File: src/rtl/sseg_scan_reader.sv
// Passive monitor for a multiplexed common-anode 7-segment bus: decodes each digit once its pins settle.
// Optional decimal-point capture is enabled with `define SSEG_SCAN_READER_DP_EN.
module sseg_scan_reader #(
    parameter int N_DIGITS      = 4,
    parameter int STABLE_CYCLES = 4
) (
    input  logic                  i_clk,
    input  logic                  i_reset_n,
    input  logic [N_DIGITS-1:0]   i_an,
    input  logic [6:0]            i_sseg_ca,
`ifdef SSEG_SCAN_READER_DP_EN
    input  logic                  i_dp,
    output logic [N_DIGITS-1:0]   o_dp_out,
`endif
    output logic [4*N_DIGITS-1:0] o_digits,
    output logic [N_DIGITS-1:0]   o_digit_valid,
    output logic                  o_frame_done,
    output logic                  o_err,
    output logic [1:0]            o_state
);

    typedef enum logic [1:0] {IDLE = 2'd0, COUNT = 2'd1, HOLD = 2'd2} state_t;

`ifdef SSEG_SCAN_READER_DP_EN
    localparam int PW = N_DIGITS + 8;
`else
    localparam int PW = N_DIGITS + 7;
`endif
    localparam int CW = (STABLE_CYCLES > 1) ? $clog2(STABLE_CYCLES) : 1;
    localparam int IW = (N_DIGITS > 1) ? $clog2(N_DIGITS) : 1;
    localparam logic [CW-1:0] CNT_MAX = CW'(STABLE_CYCLES - 1);

    state_t                  r_state;
    logic [PW-1:0]           r_in_q;
    logic [CW-1:0]           r_cnt;
    logic [N_DIGITS-1:0]     r_seen;
    logic [4*N_DIGITS-1:0]   r_digits;
    logic [N_DIGITS-1:0]     r_valid;
    logic                    r_frame_done;
    logic                    r_err;

    logic [PW-1:0]           w_pins;
    logic [N_DIGITS-1:0]     w_an_q;
    logic [6:0]              w_ca_q;
    logic [N_DIGITS-1:0]     w_pin_low;
    logic                    w_pins_onehot;
    logic [IW-1:0]           w_idx;
    logic                    w_hit;
    logic                    w_blank;
    logic [3:0]              w_val;
    logic                    w_same;
    logic                    w_fire;
    logic [N_DIGITS-1:0]     w_seen_set;
    logic                    w_all;

`ifdef SSEG_SCAN_READER_DP_EN
    logic [N_DIGITS-1:0]     r_dp_out;
    assign w_pins   = {i_an, i_sseg_ca, i_dp};
    assign o_dp_out = r_dp_out;
`else
    assign w_pins   = {i_an, i_sseg_ca};
`endif

    assign w_an_q        = r_in_q[PW-1 -: N_DIGITS];
    assign w_ca_q        = r_in_q[PW-N_DIGITS-1 -: 7];
    assign w_pin_low     = ~i_an;
    assign w_pins_onehot = (w_pin_low != '0) &&
                           ((w_pin_low & (w_pin_low - N_DIGITS'(1))) == '0);
    assign w_same        = (w_pins == r_in_q);
    assign w_fire        = (r_state == COUNT) && w_same && (r_cnt == CNT_MAX);
    assign w_seen_set    = r_seen | (N_DIGITS'(1) << w_idx);
    assign w_all         = &w_seen_set;

    // Only meaningful in COUNT, where in_q.AN is guaranteed one-hot-low.
    always_comb begin
        w_idx = '0;
        for (int i = 0; i < N_DIGITS; i++) begin
            if (!w_an_q[i]) w_idx = IW'(i);
        end
    end

    always_comb begin
        w_hit   = 1'b1;
        w_blank = 1'b0;
        w_val   = 4'h0;
        case (w_ca_q)
            7'b0000001: w_val = 4'h0;
            7'b1001111: w_val = 4'h1;
            7'b0010010: w_val = 4'h2;
            7'b0000110: w_val = 4'h3;
            7'b1001100: w_val = 4'h4;
            7'b0100100: w_val = 4'h5;
            7'b0100000: w_val = 4'h6;
            7'b0001111: w_val = 4'h7;
            7'b0000000: w_val = 4'h8;
            7'b0000100: w_val = 4'h9;
            7'b0001000: w_val = 4'hA;
            7'b1100000: w_val = 4'hB;
            7'b0110001: w_val = 4'hC;
            7'b1000010: w_val = 4'hD;
            7'b0110000: w_val = 4'hE;
            7'b0111000: w_val = 4'hF;
            7'b1111111: begin w_hit = 1'b0; w_blank = 1'b1; end
            default:    w_hit = 1'b0;
        endcase
    end

    always_ff @(posedge i_clk) begin
        if (!i_reset_n) begin
            r_state      <= IDLE;
            r_in_q       <= '1;
            r_cnt        <= '0;
            r_seen       <= '0;
            r_digits     <= '0;
            r_valid      <= '0;
            r_frame_done <= 1'b0;
            r_err        <= 1'b0;
`ifdef SSEG_SCAN_READER_DP_EN
            r_dp_out     <= '0;
`endif
        end else begin
            r_in_q       <= w_pins;
            r_frame_done <= 1'b0;
            r_err        <= 1'b0;
            if (!w_same) begin
                r_cnt   <= '0;
                r_state <= w_pins_onehot ? COUNT : IDLE;
            end else begin
                if (r_cnt != CNT_MAX) r_cnt <= r_cnt + 1'b1;
                if (w_fire) begin
                    r_state        <= HOLD;
                    r_valid[w_idx] <= w_hit;
                    if (w_hit) r_digits[4*w_idx +: 4] <= w_val;
                    r_err          <= !w_hit && !w_blank;
                    r_frame_done   <= w_all;
                    r_seen         <= w_all ? '0 : w_seen_set;
`ifdef SSEG_SCAN_READER_DP_EN
                    r_dp_out[w_idx] <= ~r_in_q[0];
`endif
                end
            end
        end
    end

    assign o_digits      = r_digits;
    assign o_digit_valid = r_valid;
    assign o_frame_done  = r_frame_done;
    assign o_err         = r_err;
    assign o_state       = r_state;

endmodule

File: config.mk
export PLATFORM = sky130hd
export DESIGN_NAME = sseg_scan_reader
export DESIGN_NICKNAME = d
export VERILOG_FILES = /design/src/rtl/sseg_scan_reader.sv
export SDC_FILE = /design/constraint.sdc
export NUM_CORES = 1
export LEC_CHECK = 0
export BUFFER_PORTS_ARGS = -buffer_cell sky130_fd_sc_hd__buf_4
export CAP_MARGIN = 30
export CORE_MARGIN = 5
export CORE_UTILIZATION = 30
export CTS_CLUSTER_SIZE = 20
export DETAILED_ROUTE_END_ITERATION = 10
export SYNTH_ARGS = -nofsm -noshare
export SYNTH_HDL_FRONTEND = slang
export SYNTH_SLANG_ARGS = --single-unit
File: constraint.sdc
create_clock -name i_clk -period 4.3 [get_ports i_clk]
set_input_delay 0.43 -clock i_clk [delete_from_list [all_inputs] [get_ports i_clk]]
set_output_delay 0.43 -clock i_clk [all_outputs]
set_load 0.1 [all_outputs]
==> results.toml <==
[cells_and_area]
final_nets = 273
antenna_cells = 0
layout-drive-gt1-share_pct = 23.55
final_core_util_pct = 36.39
area.growth.synth_to_final_pct = 18.46
fillers = 772

[critical_path]
regToRegStartpoint = "r_in_q[0]"
cp_data_arrival_time_ns = 2.46
cp_num_buf_inv = 0
slowest_delay_ns = 0.66
worstSetupPathType = "flop to flop"
cp_cell_sequence = "xnor2_1 -> nand4_1 -> nor4_4 -> o311a_4 -> mux2i_1"
worstPathRequired_ns = 4.52
r2r_end = "o_digits[15]"
cp.depth = 5
start_kind = "flop"
critical-path-top-delay-family = "simple AND/OR/NAND/NOR gates"
slowest_stage = "dfxtp_1"
reg2reg_depth = 5
path_max_fanout = 16
worstSetupEndpointType = "flop"
rrSetupSlack_ns = 2.06

[worst_hold_path]
hold_class = "input port to flop"
holdPathStages = 2
min_from = "i_sseg_ca[4]"
hold-path-endpoint = "r_in_q[4]"

[logic_synthesis]
seq_area_frac_synth_pct = 37.04
async_flop_share_pct = 0
synthTopCellsByArea = "dfxtp_1 37%, mux2i_1 6.8%, nand2_1 4.7%"
syn_area_per_cell_sq_um = 9.634
ys.flop_type = "dfxtp_1"
synth_top_area_cell = "dfxtp_1"
synth_fp_nets = 244
ys_seq_elements = 41
yosys-top-cells-count = "41 x dfxtp_1, 28 x nand2_1, 15 x mux2i_1"
synth_edf_count = 0
synth_warnings = 0
ys_types = 61
yosys.cell_count.top_type = "dfxtp_1"
syn_inst = 230
syn_area_sq_mm = 0.002216
synth_top_area_share_pct = 37.04

[timing]
rsz0062_at_grt = "false"
hold_violations = 0
setup_viol = 0
fmax_mhz = 445.8
fin_ws_ns = 2.057
relSlewSlack_pct = 58.71
finClkSkew_ns = 0.004603
finalSetupTns_ns = 0
maxSlewViolCount = 0
min_period_ns = 2.243
post-route-period-util_pct = 52.16
worstMarginPinSlew_ns = 0.6038

[floorplan]
core_area_sq_mm = 0.007214
fp-row-count = 31
start_util_pct = 30.71
die_area_sq_mm = 0.009205
io_pins = 37
die_h_um = 95.95
die_w_um = 95.95

[detailed_routing]
drcViolationCount = 0
finalWirelength_um = 4737
vias_per_cell = 4.760
via_count = 1704
wl_per_cell_um = 13.23
first_pass_iters = 4
drtIter0Drc = 116
detail-route-antenna-nets = 0

[clock_network]
ctsLongestPathBuffers = 2
cts_tree = "yes"
cts_setup_buffers = 0
cts_resized = 0
clockRootBuffer = "clkbuf_8"
cts.hold.buffers_added = 0
insertion_delay_ns = 0.28
clk_pin_slew_ns = 0.08
numClockSinks = 41
htree_levels = 2
numCtsBuffers = 5

[placed_design]
port-buffer-count = 36
dp_hpwl_um = 3534
gp_congestion = 0.7880
dp_slack_ns = 2.065

[global_route]
grt-ovfl-total = 0
grt_start_max_net_pins = 45
grtUsageTotal_pct = 10.80
grt_pass1_vias = 1675
antenna_found_initial = 0
grt_pass1_wl_um = 7914

[pwr]
power_density_mw_per_mm2 = 291.7
peakVddDrop_mv = 0.1908
leakage_nw = 1.072

[run]
maxCapViolations = 0

[status]
status = "completed"
-- through the flow --
stage / power, W / instance area (sq um) / hold WS [ns] / std cells
2_1_floorplan: 0.0004632 / 2216 / 0.4676 / 230
3_3_place_gp: 0.0004810 / 2514 / 0.4475 / 350
3_5_place_dp: 0.0004814 / 2521 / 0.4532 / 351
4_1_cts: 0.0007778 / 2625 / 0.3399 / 358
5_1_grt: 0.0008007 / 2625 / 0.3472 / 358
6_report: 0.0007658 / 2625 / 0.3497 / 358
-- flip-flops by register name, indices dropped and copies added, names as in the netlist --
register       count
o_digit_valid      4
o_err              1
r_seen             4
r_in_q            11
o_frame_done       1
o_digits          16
o_state            2
r_cnt              2
-- metal layers --
layer	up-vias	track usage [%]	part of all wire (%)
met5	-	0	0
met4	0	2.133	0.36
met3	2	3.206	4.9
met2	31	16.97	44
met1	784	14.70	51
li1	887	-	-
-- cell type report --
type                            count  area [sq um]  area share, %
Multi-Input combinational cell    171          1287          49.05
Sequential cell                    41         820.8          31.27
Timing Repair Buffer               37         277.8          10.58
Tap cell                           99         123.9          4.719
Clock buffer                        5         68.82          2.622
Clock inverter                      2         35.03          1.335
Inverter                            3         11.26         0.4290
-- power by group --
| group | total (W) | switching, W | internal (W) |
|---|---|---|---|
| sequential | 0.000402 | 0.0000166 | 0.000385 |
| combinational | 0.0000701 | 0.0000381 | 0.0000321 |
| clock | 0.000294 | 0.000125 | 0.000169 |
| total | 0.000766 | 0.000180 | 0.000586 |
-- how the worst max path moves through the flow --
stage / startpoint / end / slack, ns
after CTS: r_in_q[0] / o_digits[15] / 2.05
after floorplan: o_state[0] / o_digits[15] / 1.90
after global routing: r_in_q[6] / o_digits[1] / 1.88
final: r_in_q[0] / o_digits[15] / 2.06
after global placement: r_in_q[3] / r_seen[3] / 1.78
after detailed placement: r_in_q[0] / o_digits[14] / 2.06
-- worst reg2reg max path, cell delays in order, from the launching register on --
cell and delay, ns:
dfxtp_1 0.66, xnor2_1 0.18, nand4_1 0.22, nor4_4 0.57, o311a_4 0.37, mux2i_1 0.18
-- kinds of logic after synthesis --
group | Yosys count | synth area share [%]
simple gates | 91 | 23.60
compound gates | 48 | 20.38
flops | 41 | 37.04
buf+inv | 18 | 4.855
xor+xnor | 15 | 6.268
mux | 15 | 6.776
fa+ha+maj | 2 | 1.073
-- layout by cell type (no fill, tap or decap), types with 2 or more instances in the layout --
cell / n
nor3b_1: 8
xnor2_1: 11
o311ai_4: 3
mux2i_1: 15
xor2_1: 3
o21a_1: 2
o2bb2ai_1: 2
o211a_1: 3
buf_4: 37
inv_1: 3
nor2_1: 9
nand2_1: 28
nand4_1: 2
clkbuf_8: 5
nor2b_1: 4
a32oi_1: 2
nand2b_1: 13
o22ai_1: 2
o21ai_0: 4
and2_1: 2
a21o_1: 3
a21boi_0: 2
dfxtp_1: 41
nand3_1: 3
and3_1: 4
o221a_2: 2
nor3_1: 5
a21oi_1: 9
Power figures use the tool's default switching activity.
